$ cat config.mk
export PLATFORM = sky130hd
export DESIGN_NAME = llr_lrp_seq_ctrl
export DESIGN_NICKNAME = d
export VERILOG_FILES = /design/src/rtl/llr_lrp_seq_ctrl.sv
export SDC_FILE = /design/constraint.sdc
export NUM_CORES = 1
export LEC_CHECK = 0
export BUFFER_PORTS_ARGS = -buffer_cell sky130_fd_sc_hd__buf_2
export CORE_MARGIN = 2
export CORE_UTILIZATION = 50
export DETAILED_ROUTE_END_ITERATION = 7
export PLACE_DENSITY = 0.76
export REMOVE_ABC_BUFFERS = 1
export SYNTH_ARGS = -nofsm -noshare
export SYNTH_HDL_FRONTEND = slang
export SYNTH_SLANG_ARGS = --single-unit
$ cat constraint.sdc
create_clock -name clk -period 1.63 [get_ports clk]
set_input_delay 0.2445 -clock clk [delete_from_list [all_inputs] [get_ports clk]]
set_output_delay 0.2445 -clock clk [all_outputs]
set_load 0.01 [all_outputs]
$ cat src/rtl/llr_lrp_seq_ctrl.sv
// Frame sequencer for the Chase-style BCH soft-input path: accepts one codeword of LLRs,
// registers their magnitudes and tracks the two least-reliable positions.
module llr_lrp_seq_ctrl #(
  parameter int LLR_LEN  = 4,
  parameter int CODE_LEN = 255,
  parameter int IDX_W    = 8
) (
  input  logic               clk,
  input  logic               in_ctr_Srst_n,
  input  logic               in_ctr_start,
  input  logic               in_llr_valid,
  input  logic [LLR_LEN-1:0] in_llr,
  output logic               out_llr_ready,
  output logic               out_busy,
  output logic               out_done,
  output logic [IDX_W-1:0]   out_lrp0_idx,
  output logic [LLR_LEN-2:0] out_lrp0_mag,
  output logic [IDX_W-1:0]   out_lrp1_idx,
  output logic [LLR_LEN-2:0] out_lrp1_mag
);

  localparam int MAG_W = LLR_LEN - 1;
  localparam logic [MAG_W-1:0] MAG_ONES = {MAG_W{1'b1}};
  localparam logic [MAG_W-1:0] MAG_ONE  = MAG_W'(1);
  localparam logic [MAG_W-1:0] MAG_ZERO = {MAG_W{1'b0}};
  localparam logic [IDX_W-1:0] IDX_ZERO = {IDX_W{1'b0}};
  localparam logic [IDX_W-1:0] IDX_ONE  = IDX_W'(1);
  localparam logic [IDX_W-1:0] IDX_LAST = IDX_W'(CODE_LEN - 1);

  typedef enum logic [1:0] {
    ST_IDLE  = 2'd0,
    ST_LOAD  = 2'd1,
    ST_DRAIN = 2'd2,
    ST_DONE  = 2'd3
  } state_t;

  // Most-negative input has no positive counterpart, so it saturates to all ones.
  function automatic logic [MAG_W-1:0] llr_mag(input logic [LLR_LEN-1:0] llr);
    logic [MAG_W-1:0] low;
    low = llr[MAG_W-1:0];
    if (!llr[LLR_LEN-1]) begin
      llr_mag = low;
    end else if (low != MAG_ZERO) begin
      llr_mag = (~low) + MAG_ONE;
    end else begin
      llr_mag = MAG_ONES;
    end
  endfunction

  state_t           state_q;
  logic             ready_q, busy_q, done_q;
  logic [IDX_W-1:0] beat_q;
  logic [MAG_W-1:0] mag_q;
  logic [IDX_W-1:0] idx_q;
  logic             upd_q;
  logic [IDX_W-1:0] lrp0_idx_q, lrp1_idx_q;
  logic [MAG_W-1:0] lrp0_mag_q, lrp1_mag_q;
  logic             lrp0_full_q, lrp1_full_q;

  logic             accept_d;
  logic             start_d;
  logic [MAG_W-1:0] mag_d;

  assign accept_d = in_llr_valid & ready_q;
  assign start_d  = in_ctr_start & ((state_q == ST_IDLE) | (state_q == ST_DONE));
  assign mag_d    = llr_mag(in_llr);

  // Sequencer, magnitude stage and two-entry sorter; the frame-start clear comes last so it wins.
  always_ff @(posedge clk) begin
    if (!in_ctr_Srst_n) begin
      state_q     <= ST_IDLE;
      ready_q     <= 1'b0;
      busy_q      <= 1'b0;
      done_q      <= 1'b0;
      beat_q      <= IDX_ZERO;
      mag_q       <= MAG_ONES;
      idx_q       <= IDX_ZERO;
      upd_q       <= 1'b0;
      lrp0_idx_q  <= IDX_ZERO;
      lrp0_mag_q  <= MAG_ONES;
      lrp0_full_q <= 1'b0;
      lrp1_idx_q  <= IDX_ZERO;
      lrp1_mag_q  <= MAG_ONES;
      lrp1_full_q <= 1'b0;
    end else begin
      if (accept_d) begin
        mag_q <= mag_d;
        idx_q <= beat_q;
      end
      upd_q <= accept_d;

      // Strict compares keep the lower index ahead on equal magnitudes.
      if (upd_q) begin
        if (!lrp0_full_q || (mag_q < lrp0_mag_q)) begin
          lrp1_idx_q  <= lrp0_idx_q;
          lrp1_mag_q  <= lrp0_mag_q;
          lrp1_full_q <= lrp0_full_q;
          lrp0_idx_q  <= idx_q;
          lrp0_mag_q  <= mag_q;
          lrp0_full_q <= 1'b1;
        end else if (!lrp1_full_q || (mag_q < lrp1_mag_q)) begin
          lrp1_idx_q  <= idx_q;
          lrp1_mag_q  <= mag_q;
          lrp1_full_q <= 1'b1;
        end
      end

      case (state_q)
        ST_IDLE: begin
          state_q <= ST_IDLE;
        end
        ST_LOAD: begin
          if (accept_d) begin
            if (beat_q == IDX_LAST) begin
              state_q <= ST_DRAIN;
              ready_q <= 1'b0;
            end else begin
              beat_q <= beat_q + IDX_ONE;
            end
          end
        end
        ST_DRAIN: begin
          state_q <= ST_DONE;
          busy_q  <= 1'b0;
          done_q  <= 1'b1;
        end
        ST_DONE: begin
          state_q <= ST_IDLE;
          done_q  <= 1'b0;
        end
        default: begin
          state_q <= ST_IDLE;
          ready_q <= 1'b0;
          busy_q  <= 1'b0;
          done_q  <= 1'b0;
        end
      endcase

      if (start_d) begin
        state_q     <= ST_LOAD;
        ready_q     <= 1'b1;
        busy_q      <= 1'b1;
        beat_q      <= IDX_ZERO;
        mag_q       <= MAG_ONES;
        upd_q       <= 1'b0;
        lrp0_idx_q  <= IDX_ZERO;
        lrp0_mag_q  <= MAG_ONES;
        lrp0_full_q <= 1'b0;
        lrp1_idx_q  <= IDX_ZERO;
        lrp1_mag_q  <= MAG_ONES;
        lrp1_full_q <= 1'b0;
      end
    end
  end

  assign out_llr_ready = ready_q;
  assign out_busy      = busy_q;
  assign out_done      = done_q;
  assign out_lrp0_idx  = lrp0_idx_q;
  assign out_lrp0_mag  = lrp0_mag_q;
  assign out_lrp1_idx  = lrp1_idx_q;
  assign out_lrp1_mag  = lrp1_mag_q;

endmodule

# Yosys cells after proc, flatten, opt, wreduce, memory -nomap -nowiden
# Index checks and enable logic that the tools add are counted.
# W data, S select, Z words.
# classes
add_sub_neg,2
n_lt_le_gt_ge,2
n_eq_ne,8
n_mux,19
bitwise_logic,6
n_reduce_logical,20
# ops
operator,n
$mux W8,2
$mux W3,4
$reduce_bool A2 Y1,6
$mux W1,9
$add A8 B1 Y8 const B,1
$eq A8 B8 Y1 const B,1
$reduce_and A2 Y1,4
$lt A3 B3 Y1,2
$ne A3 B3 Y1 const B,2
$pmux W2 S3,1
$reduce_and A3 Y1,2
$eq A2 B2 Y1 const B,2
$mux W2,2
$ne A2 B2 Y1 const B,2
$reduce_or A2 Y1,2
$add A3 B1 Y3 const B,1
$not A3 Y3,1
$reduce_bool A3 Y1,1
$and A1 B1 Y1,2
$eq A2 B1 Y1 const B,1
$logic_not A1 Y1,2
$logic_not A2 Y1,1
$logic_or A1 B1 Y1,2
$not A1 Y1,2
2 further kinds,2
# word_totals
register_bits,49
in_bits,8
output_inout_bits,25
word_cells,72

# Logic depth before layout (Yosys ltp)
# Gate-level depths: netlist of run 1.
# depth
word_depth,5
ltp_mapped,8
mapped_depth_nobuf,7

# Worst setup path before layout of run 1
# No wires, ideal clock.
# synth_path
path_kind,reg-to-reg
from,"register lrp0_mag_q[2], in the netlist out_lrp0_mag[2]"
to,"register lrp0_mag_q[0], in the netlist out_lrp0_mag[0]"
setup_ns,0.128
t_arrival_ns,1.696
required_ns,1.502
path_slack_ns,-0.194
path_stages_with_launch,9
n_path_buf,1
period_less_slack_ns,1.824
cell_sequence,dfxtp_1 > inv_1 > ha_1 > a21oi_1 > o21ai_1 > a21oi_2 > buf_4 > mux2i_1 > nand2_1
# synth_between
elab_chain_cells,3
# synth_lines
element,line,source
from (decl),57,"logic [MAG_W-1:0] lrp0_mag_q, lrp1_mag_q;"
from (signal assigned),99,lrp0_mag_q <= mag_q;
$lt A3 B3 Y1,94,if (!lrp0_full_q || (mag_q < lrp0_mag_q)) begin
$logic_or A1 B1 Y1,94,
$reduce_and A2 Y1 (no source line),-,
# Every way passes these cells.
# A chain may end at the register's enable or synchronous reset.

# Worst setup path in the final report of run 1
# layout_path
from,"register lrp0_mag_q[2], in the netlist out_lrp0_mag[2]"
to,"register lrp1_mag_q[0], in the netlist out_lrp1_mag[0]"
# layout_between
elab_chain_cells,4
word_cells_on_any_way,5
cone_classes,1 x order compare; 1 x mux; 3 x reduce/logical
# layout_lines
element,line,source
$lt A3 B3 Y1 *,94,
$logic_or A1 B1 Y1 *,94,
$reduce_bool A2 Y1 (no source line),-,
$reduce_and A2 Y1 (no source line),-,
to (signal assigned),96,lrp1_mag_q <= lrp0_mag_q;
to (signal assigned),103,lrp1_mag_q <= mag_q;
to (decl),57,
# Mark *: on every way between the ends. The rest lies on a longest branch, timed or not.

==> flow_summary.yaml, run 1 <==
clock_network:
  holdBufCountCts: 0
  clkSinkCount: 49
  cts_max_level: 2
  clock_path_buffers: 2
  cts_root_buf: "clkbuf_8"
  clkSlewWorstSetupHoldPaths_ns: 0.09
  cts_buffers: 5
  cts_tree: "built"
  clock_latency_ns: 0.32
place:
  post-dp-hpwl_um: 3380
  place.gp.congestion: 0.786
  io_buffer_count: 32
  place_ws_ns: -0.117
power_and_ir_drop:
  combPwrFrac_pct: 20.7
  net-switching-power_uw: 770
  power.total_mw: 2.57
  pwr-share-clk_pct: 28.9
  switching_share_pct: 29.9
  leakage_nw: 1.20
  pwr-share-seq_pct: 50.4
  p_int_mw: 1.80
  power.density_nw_per_um2: 905
  vdd_drop_max_v: 0.000526
floorplanning:
  die_area_sq_um: 4830
  rows: 23
  initial_core_util_pct: 52.8
  pin_count: 33
  die_w_um: 69.5
  die_h_um: 69.5
  core_area_sq_um: 4060
global_routing:
  antenna_found_initial: 0
  grt_pass1_vias: 1838
  grt_max_degree: 18
  grt_pass1_wl_um: 8190
  grtUsageMet3_pct: 4.80
  use_met2_pct: 37.1
  busiest_layer: "met2"
  grt_util_met1_pct: 24.8
  grt.total_usage_pct: 20.9
  grt_overflow: 0
drt:
  vias_per_cell: 5.43
  dr.pass1.iters: 5
  drtIter0Drc: 82
  wl_um: 5240
  ant_nets: 0
  drcViolationCount: 0
  wl_per_cell_um: 15.3
  dr_total_vias: 1864
logic_synthesis:
  ys_ff_latch: 49
  yosys.area.top_type: "dfxtp_1"
  yosys_most_used_dff: "dfxtp_1"
  yosysSeqAreaShare_pct: 45.8
  synthArstFlopShare_pct: 0
  yosys-top-cells-count: "dfxtp_1, nand2_1, nor2_1, mux2i_1"
  synth_cells: 234
  synth_area_sq_um: 2140
  synth-edff-count: 0
  synth_top_area_share_pct: 45.8
  yosysWarnings: 0
  yosysUniqueCellTypes: 36
  yosys-top-cells-area: "dfxtp_1, mux2i_1, ha_1, nand2_1, nor2_1"
  avgSynthCellArea_sq_um: 9.16
  yosysMostFrequentCell: "dfxtp_1"
timing:
  fin_crit_ns: 1.70
  post-route-period-util_pct: 104
  fin_ws_ns: -0.0687
  slew_headroom_pct: 78.3
  grt_setup_unrepaired: "yes"
  hold_viol_final: 0
  maxSlewViolCount: 0
  tightest_slew_ns: 0.326
  finalSetupViolations: 6
  skew_ns: 0.0161
  max_freq_ghz: 0.589
critical_path:
  path_max_fanout: 5
  cp.required_ns: 1.83
  critPathLaunchType: "flop"
  endpoint_kind: "flop"
  worstReg2RegEnd: "out_lrp1_mag[0]"
  reg2reg_depth: 8
  crit-reg2reg-launch: "out_lrp0_mag[2]"
  path_class: "flop to flop"
  regToRegSetupSlack_ns: -0.07
  cp_data_arrival_time_ns: 1.90
min_path:
  hold_start: "in_llr[0]"
  whs_endpoint: "mag_q[0]"
  min_path_type: "input pin to flop"
  min_path_cells: 3
layout:
  finalNetCount: 310
  n_antenna_cell: 0
  finish.utilization_pct: 70.1
  syn_to_final_growth_pct: 32.7
  drive_gt1_share_pct: 34.8
run:
  cap_viol_max_count: 0
outcome:
  violations: "negative setup slack"
  status: "finished, violations left"
-- power by group through the flow --
stage / Combinational, mW / Sequential [mW] / Clock [mW]
final: 0.532 / 1.30 / 0.745
after global routing: 0.580 / 1.30 / 0.807
after CTS: 0.470 / 1.29 / 0.760
after detailed placement: 0.438 / 1.31 / 0
after global placement: 0.429 / 1.31 / 0
after floorplan: 0.218 / 1.32 / 0
-- metal layers --
layer,up-vias,wire [um],share of wire [%]
met5,-,0,0
met4,0,108,2.1
met3,13,146,2.8
met2,39,2710,52
met1,891,2270,43
li1,921,-,-
-- cells by family after synthesis --
logic type | count (synthesis) | share of synthesized area, %
buffers and inverters | 21 | 4.32
and+or+nand+nor | 76 | 15.5
adders and majority gates | 10 | 5.84
AOI/OAI and AO/OA | 50 | 15.9
DFF | 49 | 45.8
muxes | 22 | 10.3
xor gates and xnor gates | 6 | 2.45
-- worst max-delay path by stage --
stage,to,start,slack (ns),cells after the start
global route,out_lrp1_mag[0],out_lrp0_mag[2],-0.12,8
global placement,out_lrp0_mag[0],out_lrp0_mag[2],-0.06,8
floorplan,out_lrp0_mag[0],out_lrp0_mag[2],-0.31,7
detailed placement,out_lrp0_mag[0],out_lrp0_mag[2],-0.12,8
finish,out_lrp1_mag[0],out_lrp0_mag[2],-0.07,8
CTS,out_lrp1_mag[1],out_lrp0_mag[1],0.008,8
-- per-stage QoR --
| step | cells | cell area (sq um) | TNS (ns) | hold WS [ns] |
|---|---|---|---|---|
| detailed placement | 329 | 2520 | -1.32 | 0.474 |
| floorplan | 223 | 2090 | -5.69 | 0.398 |
| CTS | 341 | 2720 | 0 | 0.220 |
| finish | 343 | 2850 | -0.198 | 0.223 |
| global placement | 329 | 2520 | -0.377 | 0.468 |
| global route | 343 | 2850 | -1.16 | 0.290 |
-- flip-flops by register name, indices dropped and copies added (netlist names) --
| name | count |
|---|---|
| state_q | 2 |
| out_lrp0_mag | 3 |
| out_llr_ready | 1 |
| out_lrp1_idx | 8 |
| out_lrp1_mag | 3 |
| lrp0_full_q | 1 |
| out_lrp0_idx | 8 |
| mag_q | 3 |
| beat_q | 8 |
| out_done | 1 |
| out_busy | 1 |
| upd_q | 1 |
| idx_q | 8 |
| lrp1_full_q | 1 |
-- layout make-up --
cell class              instances  area [sq um]
flip-flops and latches         49           990
fillers                       339          1210
repair buffers                 62           434
clock buffers                   5          68.8
inverters                      10          37.5
clock inverters                 3          25.0
well taps                      50          62.6
multi-input cells             164          1230
-- cells in the final DEF, fill, tap and decap left out, types with 3 or more instances in the layout --
| master | count |
|---|---|
| a211oi_1 | 3 |
| a21boi_0 | 11 |
| a21oi_1 | 10 |
| a31oi_1 | 3 |
| buf_2 | 33 |
| buf_4 | 20 |
| buf_6 | 7 |
| clkbuf_8 | 5 |
| dfxtp_1 | 42 |
| dfxtp_2 | 7 |
| ha_1 | 6 |
| ha_4 | 4 |
| inv_1 | 8 |
| mux2i_1 | 20 |
| nand2_1 | 27 |
| nand2_2 | 3 |
| nand4_1 | 4 |
| nor2_1 | 26 |
| nor3_2 | 3 |
| o21ai_0 | 3 |
| o21ai_1 | 5 |
| o21ai_2 | 3 |
| xor2_1 | 5 |
-- worst max-delay path, cell delays in order, from the launching register on --
cell and delay [ns]:
dfxtp_2 0.35, inv_2 0.05, ha_4 0.29, nand2_4 0.06, o21ai_4 0.23, a41oi_4 0.20, buf_4 0.19, nor3_2 0.16
a31oi_1 0.06
-- what timing repair did --
action                     4_1_cts  5_1_grt
pin swaps                        2        6
resized for setup               18       31
gates cloned                     1        1
setup endpoints to repair       20       28
setup buffers                    3        2
No activity file was read; power rests on OpenSTA's default activity.
==> run 2, diff against run 1 <==
- ABC_AREA: unset -> 1
- CORE_UTILIZATION: 50 -> 51
- PLACE_DENSITY: 0.76 -> 0.77
==> run 2 against run 1 <==
  * The run now ends clean
  * Flip-flop and latch count is the same
  * Final cell count increased by 22%
  * Via count increased by 16%
  * Largest cell class unchanged
  * Register-to-register slack better by 0.08 ns
  * Critical endpoint is now out_lrp1_idx[6]
  * Die area is 7.9% higher
  * Synthesized cell count is 36% higher
  * Count of clock-buffer cells in the layout unchanged
==> flow_summary.yaml, run 2 <==
outcome:
  status: "finished, final reports clean"
timing:
  max_freq_ghz: 0.619
  maxSlewViolCount: 0
  fin_ws_ns: 0.0136
  post-route-period-util_pct: 99.2
  slew_headroom_pct: 55.9
  grt_setup_unrepaired: "yes"
  skew_ns: 0.0150
  finalSetupViolations: 0
  hold_viol_final: 0
  fin_crit_ns: 1.62
  tightest_slew_ns: 0.661
global_routing:
  grt_pass1_vias: 1889
  grtUsageMet3_pct: 5.00
  grt_pass1_wl_um: 8040
  grt_max_degree: 28
  busiest_layer: "met2"
  grt.total_usage_pct: 19.5
  grt_util_met1_pct: 24.6
  antenna_found_initial: 0
  use_met2_pct: 32.5
  grt_overflow: 0
power_and_ir_drop:
  power.density_nw_per_um2: 1160
  leakage_nw: 1.41
  vdd_drop_max_v: 0.000639
critical_path:
  cp.required_ns: 1.84
  endpoint: "out_lrp1_idx[6]"
  path_max_fanout: 7
  crit_path_start: "out_lrp0_mag[2]"
  path_class: "flop to flop"
  reg2reg_depth: 12
  crit-reg2reg-launch: "out_lrp0_mag[2]"
  critPathLaunchType: "flop"
  endpoint_kind: "flop"
  cp_data_arrival_time_ns: 1.83
  regToRegSetupSlack_ns: 0.01
  worstReg2RegEnd: "out_lrp1_idx[6]"
layout:
  final_common_cell: "nand2_1"
  finalNetCount: 385
  final_cell_area_sq_um: 2950
  syn_to_final_growth_pct: 24.4
  n_fill_cell: 358
  final_cell_mix: "nand2_1, dfxtp_1, inv_1, nor2_1, buf_2"
  drive_gt1_share_pct: 28.1
  n_antenna_cell: 0
  final_cells: 419
clock_network:
  cts_root_buf: "clkbuf_8"
  clkSlewWorstSetupHoldPaths_ns: 0.09
  cts_max_level: 2
  cts_tree: "built"
  clkSinkCount: 49
  holdBufCountCts: 0
  clock_latency_ns: 0.31
  clock_path_buffers: 2
  cts_buffers: 5
drt:
  dr.pass1.iters: 4
  ant_nets: 0
  wl_per_cell_um: 12.8
  wl_um: 5350
  drcViolationCount: 0
  dr_total_vias: 2161
  vias_per_cell: 5.16
  drtIter0Drc: 189
logic_synthesis:
  avgSynthCellArea_sq_um: 7.43
  yosys.area.top_type: "dfxtp_1"
  yosys-top-cells-count: "nand2_1, dfxtp_1, inv_1, nor2_1, o21ai_0"
  ys_ff_latch: 49
  synth_cells: 319
  yosysUniqueCellTypes: 30
  synth_area_sq_um: 2370
  synthArstFlopShare_pct: 0
  yosysMostFrequentCell: "nand2_1"
  synth_top_area_share_pct: 41.4
  yosys_most_used_dff: "dfxtp_1"
  yosysWarnings: 0
  yosys-top-cells-area: "dfxtp_1, nand2_1, inv_1, nor2_1, o21ai_0"
  yosysSeqAreaShare_pct: 41.4
  synth-edff-count: 0
place:
  post_dp_cell_area_sq_um: 2570
  place_ws_ns: -0.00131
  post-dp-hpwl_um: 3290
  place.gp.congestion: 0.875
  dp.cells: 401
  io_buffer_count: 32
floorplanning:
  core_area_sq_um: 4410
  die_area_sq_um: 5210
  pin_count: 33
  rows: 24
  initial_core_util_pct: 53.7
  die_w_um: 72.2
  die_h_um: 72.2
min_path:
  min_path_type: "input pin to flop"
run:
  cap_viol_max_count: 0
-- run 2: changes by cell type after synthesis, sizes merged, moves of 4 or more --
cell,change
a211oi,-4
a21boi,-11
a21oi,+8
buf,+4
clkbuf,-4
inv,+38
mux2i,-22
nand2,+34
nand3,+24
nor2,+15
o21ai,+24
xor2,-5
-- run 2: logic make-up (layout without fill, tap and decap cells) --
kind of cell	count (synthesis)	after routing	share of synthesized area, %
buffers and inverters	59	105	12.0
AO/OA/AOI/OAI	60	60	13.5
adder cells (fa/ha/maj)	10	10	5.28
flip-flops	49	49	41.4
XOR/XNOR	1	1	0.370
AND/OR/NAND/NOR	140	142	27.5
-- run 2: layer usage --
metal | part of all wire (%) | up-vias
met1 | 44 | 981
met2 | 49 | 52
li1 | - | 1116
met3 | 5.0 | 12
met5 | 0 | -
met4 | 1.9 | 0
-- run 2: area by class of cell --
type	count	area, sq um	area share [%]
Clock buffer	5	68.8	2.33
Clock inverter	2	35.0	1.19
Inverter	48	188	6.36
Multi-Input combinational cell	213	1220	41.5
Sequential cell	49	988	33.5
Tap cell	52	65.1	2.21
Timing Repair Buffer	50	382	12.9
-- run 2: power breakdown --
part / switching, mW / internal [mW] / total, mW
clock network: 0.394 / 0.446 / 0.840
registers: 0.115 / 1.35 / 1.46
logic: 0.635 / 0.473 / 1.11
-- run 2: worst min-delay path by stage --
stage / from / endpoint / slack, ns / cells after the start
after detailed placement: out_busy / out_busy / 0.46 / 2
after CTS: in_ctr_Srst_n / idx_q[1] / 0.25 / 3
after global routing: in_ctr_Srst_n / idx_q[3] / 0.27 / 3
after floorplan: in_ctr_Srst_n / idx_q[0] / 0.38 / 2
final: in_ctr_Srst_n / idx_q[1] / 0.25 / 3
after global placement: out_busy / out_busy / 0.45 / 2
-- run 2: worst max-delay path, cell delays in order, from the launching register on --
cell     delay (ns)
dfxtp_2        0.34
inv_2          0.04
ha_4           0.26
nand2_1        0.05
inv_1          0.05
nand2_1        0.06
nand2_2        0.13
nand2_8        0.11
buf_8          0.16
nand2_1        0.06
o21ai_1        0.07
nor2_1         0.12
nor2_1         0.06
-- run 2: stage by stage --
stage	hold slack [ns]	TNS, ns	utilization, %	power [mW]
global placement	0.447	-0.00357	58.3	2.36
global route	0.272	-0.601	66.8	3.64
floorplan	0.383	-1.07	-	2.07
detailed placement	0.456	-0.00131	58.3	2.38
finish	0.253	0	66.8	3.41
CTS	0.252	0	60.7	3.21
-- run 2: repair_timing --
action / CTS / global route
setup endpoints to repair: 8 / 25
gates cloned: 0 / 4
setup buffers: 0 / 7
pin swaps: 0 / 5
gates resized for setup: 1 / 38
